## config.mk

```make
export PLATFORM = sky130hd
export DESIGN_NAME = demux_pares_tarea34
export DESIGN_NICKNAME = d
export VERILOG_FILES = /design/src/rtl/demux_pares_tarea34.sv
export SDC_FILE = /design/constraint.sdc
export NUM_CORES = 1
export LEC_CHECK = 0
export CAP_MARGIN = 40
export CORE_MARGIN = 1.5
export CORE_UTILIZATION = 30
export CTS_BUF_LIST = sky130_fd_sc_hd__clkbuf_4
export DETAILED_ROUTE_END_ITERATION = 7
export DONT_BUFFER_PORTS = 1
export GPL_ROUTABILITY_DRIVEN = 0
export SYNTH_ARGS = -nofsm -noshare
export SYNTH_HDL_FRONTEND = slang
export SYNTH_SLANG_ARGS = --single-unit
```

## constraint.sdc

```tcl
create_clock -name clk -period 1.2 [get_ports clk]
set_clock_uncertainty 0.05 [all_clocks]
set_input_delay 0.12 -clock clk [delete_from_list [all_inputs] [get_ports clk]]
set_output_delay 0.12 -clock clk [all_outputs]
set_load 0.02 [all_outputs]
```

## src/rtl/demux_pares_tarea34.sv

```systemverilog
`default_nettype none
// ============================================================================
// Module   : demux_pares_tarea34
// Purpose  : Reverses a 2:1 word interleave. A lane-0 word followed by a
//            lane-1 word is delivered as one parallel pair on registered
//            outputs, with a tag-sequence error pulse and a pair counter.
// Revision : 1.0 - initial release
// ============================================================================
module demux_pares_tarea34 #(
  parameter int DATA_W = 2,
  parameter int CNT_W  = 5
) (
  input  logic              clk,
  input  logic              reset_L,
  input  logic              valid_in,
  input  logic              selector_in,
  input  logic [DATA_W-1:0] data_in,
  output logic [DATA_W-1:0] data_out0,
  output logic [DATA_W-1:0] data_out1,
  output logic              valid_out,
  output logic              error_sec,
  output logic [CNT_W-1:0]  contador_pares
);

  // ESPERA_0: waiting for a lane-0 word.
  // ESPERA_1: lane-0 word held in r_buf0, waiting for its lane-1 partner.
  typedef enum logic [0:0] {
    ESPERA_0 = 1'b0,
    ESPERA_1 = 1'b1
  } state_t;

  state_t              r_state;
  state_t              w_state_nxt;
  logic [DATA_W-1:0]   r_buf0;
  logic [DATA_W-1:0]   w_buf0_nxt;
  logic [DATA_W-1:0]   r_data_out0;
  logic [DATA_W-1:0]   w_data_out0_nxt;
  logic [DATA_W-1:0]   r_data_out1;
  logic [DATA_W-1:0]   w_data_out1_nxt;
  logic                r_valid_out;
  logic                w_valid_out_nxt;
  logic                r_error_sec;
  logic                w_error_sec_nxt;
  logic [CNT_W-1:0]    r_contador;
  logic [CNT_W-1:0]    w_contador_nxt;

  // State, buffer and output registers; reset clears everything at once,
  // including any half-received pair.
  always_ff @(posedge clk or negedge reset_L) begin
    if (!reset_L) begin
      r_state     <= ESPERA_0;
      r_buf0      <= '0;
      r_data_out0 <= '0;
      r_data_out1 <= '0;
      r_valid_out <= 1'b0;
      r_error_sec <= 1'b0;
      r_contador  <= '0;
    end else begin
      r_state     <= w_state_nxt;
      r_buf0      <= w_buf0_nxt;
      r_data_out0 <= w_data_out0_nxt;
      r_data_out1 <= w_data_out1_nxt;
      r_valid_out <= w_valid_out_nxt;
      r_error_sec <= w_error_sec_nxt;
      r_contador  <= w_contador_nxt;
    end
  end

  // Next-state and next-output decode. Pulses default low and data/counter
  // default to holding, so idle cycles change nothing visible.
  always_comb begin
    w_state_nxt     = r_state;
    w_buf0_nxt      = r_buf0;
    w_data_out0_nxt = r_data_out0;
    w_data_out1_nxt = r_data_out1;
    w_valid_out_nxt = 1'b0;
    w_error_sec_nxt = 1'b0;
    w_contador_nxt  = r_contador;

    if (valid_in) begin
      case (r_state)
        ESPERA_0: begin
          if (!selector_in) begin
            w_buf0_nxt  = data_in;
            w_state_nxt = ESPERA_1;
          end else begin
            // Lane-1 word with no lane-0 partner: drop it.
            w_error_sec_nxt = 1'b1;
          end
        end
        ESPERA_1: begin
          if (selector_in) begin
            w_data_out0_nxt = r_buf0;
            w_data_out1_nxt = data_in;
            w_valid_out_nxt = 1'b1;
            w_contador_nxt  = r_contador + 1'b1;
            w_state_nxt     = ESPERA_0;
          end else begin
            // Second lane-0 word in a row: resync on the newest one.
            w_buf0_nxt      = data_in;
            w_error_sec_nxt = 1'b1;
          end
        end
        default: begin
          w_state_nxt = ESPERA_0;
        end
      endcase
    end
  end

  assign data_out0      = r_data_out0;
  assign data_out1      = r_data_out1;
  assign valid_out      = r_valid_out;
  assign error_sec      = r_error_sec;
  assign contador_pares = r_contador;

endmodule
`default_nettype wire

```

### Word-level counts from Yosys, hierarchy flattened

Index checks and enable logic that the tools add are counted.
W data, S select, Z words.

* flip-flop bits (word level): 14
* input bits: 6
* output and inout bits: 11
* logic and storage cells: 19

* add/subtract/negate cells: 1
* multiplexer cells: 7
* bitwise logic cells: 2
* reductions and logical operators: 2

Operators by type and width (count)
* $add A5 B1 Y5 const B: 1
* $mux W1: 5
* $reduce_and A3 Y1: 1
* $mux W2: 1
* $not A1 Y1: 2
* $pmux W1 S2: 1
* $reduce_and A2 Y1: 1

### Longest topological paths before layout

* depth after elaboration: 3
* gate-level depth with buffers: 4
* gate-level depth less buffers: 3

### Worst setup path after synthesis

Ideal clock, no wire load.

* kind: register -> register
* from: reg r_contador[0], in the netlist contador_pares[0]
* to: reg r_contador[4], in the netlist contador_pares[4]
* setup time: 128 ps
* arrival: 923 ps
* data required time: 1022 ps
* path slack: 99 ps
* cell stages (with the launch flop): 4
* cell sequence: dfrtp_1 > ha_1 > nand4_1 > xnor2_1

* cells in the longest elaborated chain, start to end: 1

RTL lines
* from (decl): line 44 `logic [CNT_W-1:0] r_contador;`
* from (signal assigned): line 65 `r_contador <= w_contador_nxt;`
* $add A5 B1 Y5: line 96 `w_contador_nxt = r_contador + 1'b1;`

Every way passes these cells.
A chain may end at the register's enable or synchronous reset.

### Final worst setup path

* from: reg r_state
* to: reg r_contador[4], in the netlist contador_pares[4]

* cells in the longest elaborated chain, start to end: 1

RTL lines
* from (decl): line 32 `state_t r_state;`
* from (signal assigned): line 59 `r_state <= w_state_nxt;`
* $reduce_and A3 Y1 (no line)

Every way passes these cells.

==> impl_metrics.csv <==
group,metric,value,unit
clocking,clk_latency,0.27,ns
place,dp_slack,0.136,ns
synth,yosysSeqAreaShare,63.5,%
job,maxCapViolCount,0,
floorplan,rows,15,
grt,grtUsageTotal,11.2,%
pwr,power_switching,444,uW
drt,num_vias,357,
final_layout,drive_above_1_share,14.0,%
sta,drv_slew,0,
sta,fmaxAchievable,937,MHz
pwr,total_power,1.27,mW
final_layout,design_area,661,um^2
sta,period_share,88.9,%
pwr,pwr-share-seq,59.8,%
worst_setup_path,crit_type,"flip-flop to flip-flop",
grt,grt_pass1_wl,1610,um
sta,max_slew_margin,58.7,%
grt,grt_max_degree,15,
grt,grt_pass1_vias,368,
synth,synth-simple-area-share,18.6,%
clocking,cts.clk_slew.worst_paths,0.08,ns
final_layout,final_nets,67,
sta,hold_slack,0.0231,ns
place,place_hpwl,682,um
clocking,clkSinkCount,14,
sta,setup_viol,0,
place,place_inst,75,
drt,wl,962,um
drt,first_pass_iters,2,
floorplan,die_w,45.9,um
clocking,cts_tree,"yes",
clocking,htree_levels,1,
drt,wl_per_cell,11.7,um
synth,syn-cell-area,552,um^2
hold_path,hold_path_class,"input pin to flip-flop",
pwr,peakVddDrop,504,uV
final_layout,multi_input_area,190,um^2
pwr,power.leakage,0.320,nW
floorplan,initial_core_util,32.0,%
final_layout,area_growth,19.7,%
worst_setup_path,crit_arrival,1.17,ns
worst_setup_path,end_kind,"flip-flop",
pwr,pwr-share-clk,19.9,%
synth,synth_nets,56,
pwr,p_per_area,1920,mW/mm^2
pwr,p_int,824,uW
worst_setup_path,crit_fanout,4,
sta,setup_tns,0,ns
final_layout,post-route-util,38.3,%
grt,antenna_found_initial,0,
final_layout,diodes,0,
synth,syn_area_per_cell,11.5,um^2
grt,grt.overflow.total,0,
sta,rsz0062_at_grt,"false",
drt,postRouteAntennaNets,0,
synth,synthMuxAreaShare,4.08,%
sta,min_period,1.07,ns
synth,synth_xor_area_share,6.35,%
final_layout,stdcell_count,82,
drt,avgViaCountPerCell,4.35,
synth,syn_inst,48,
clocking,clock-root-buffer,"clkbuf_4",
place,port_buffers,0,
floorplan,ios,17,
pwr,power_frac_comb,20.2,%
floorplan,die-area,0.00211,mm^2
sta,fin_ws,0.133,ns
synth,ys_ff_latch,14,
worst_setup_path,critPathLaunchType,"flip-flop",
outcome,status,"finished, final reports clean",
synth,synth_compound_area_share,0.907,%
final_layout,regArea,350,um^2
synth,yosysWarnings,0,
clocking,clk_path_buf_depth,2,
clocking,ctsResizeCount,0,
final_layout,final_cell_mix,"nand2_1 (16), dfrtp_1 (14), xnor2_1 (4), dlygate4sd3_1 (4)",
synth,synth_top_family_by_area,"simple AND/OR/NAND/NOR gates",
sta,final_hold_viol_count,0,
drt,drtIter0Drc,6,
synth,yosysUniqueCellTypes,13,
final_layout,fill_cells,181,
floorplan,core_area,0.00173,mm^2
clocking,numCtsBuffers,3,
worst_setup_path,cp.required,1.31,ns
final_layout,mostFrequentLayoutCell,"nand2_1",
drt,drc,0,
place,post_dp_cell_area,598,um^2
pwr,p_sw_share,35.0,%
floorplan,die_h,45.9,um
synth,synthAdderAreaFrac,4.54,%
sta,worst_slew_pin_slew,0.618,ns
-- path summary, 6_finish.rpt --
kind | start | to | slack (ns) | depth (start not counted)
worst min register to register | r_buf0[1] | data_out0[1] | 0.43 | 2
min in group asynchronous | reset_L | contador_pares[3] | 0.25 | 1
worst max-delay path | r_state | contador_pares[4] | 0.13 | 3
worst max register to register | r_state | contador_pares[4] | 0.13 | 3
worst min-delay path | valid_in | r_state | 0.02 | 2
max in group asynchronous | reset_L | data_out0[0] | 0.46 | 1
-- cells by family after synthesis --
kind of cell	after synthesis
AOI/OAI and AO/OA	1
DFF	14
and+or+nand+nor	23
muxes	2
adders and majority gates	2
buffers and inverters	2
xor gates and xnor gates	4
-- power by group through the flow --
stage                     Clock (mW)  Sequential, mW  Combinational (mW)
after floorplan                    0           0.792               0.124
after detailed placement           0           0.772               0.239
after global routing           0.286           0.777               0.295
after CTS                      0.271           0.762               0.261
after global placement             0           0.766               0.236
final                          0.253           0.758               0.256
-- registers in the layout, summed over array words and instances, names as in the netlist --
| register | count |
|---|---|
| error_sec | 1 |
| valid_out | 1 |
| contador_pares | 5 |
| r_state | 1 |
| data_out0 | 2 |
| r_buf0 | 2 |
| data_out1 | 2 |
-- cell type report --
cell class | count | area share (%)
Multi-Input combinational cell | 32 | 28.8
Sequential cell | 14 | 53.0
Timing Repair Buffer | 7 | 9.47
Inverter | 1 | 0.568
Clock buffer | 3 | 3.41
Tap cell | 25 | 4.73
-- synth_stat cells --
cell type	count	area share, %
and2_1	2	2.3
and3_1	1	1.1
buf_4	1	1.4
dfrtp_1	14	63
ha_1	2	4.5
inv_1	1	0.68
mux2_2	2	4.1
nand2_1	16	11
nand2b_1	1	1.1
nand3_1	1	0.91
nand4_1	2	2.3
o21ai_0	1	0.91
xnor2_1	4	6.3
-- routing by layer --
metal / vias to the layer above / GRT usage, % / wire [um]
met3: 2 / 3.57 / 50
li1: 176 / - / -
met2: 12 / 17.2 / 496
met4: 0 / 8.57 / 15
met1: 167 / 12.8 / 400
met5: - / 0 / 0
-- critical path, cell delays in order, from the launching register on --
cell     delay, ns
dfrtp_1       0.39
and3_1        0.24
nand4_1       0.13
xnor2_1       0.15
-- timing repair --
| action | CTS | global route |
|---|---|---|
| hold buffers | 4 | 0 |
| hold endpoints to repair | 21 | 0 |
| buffers inserted | 0 | 0 |
No activity file was read; power rests on OpenSTA's default activity.
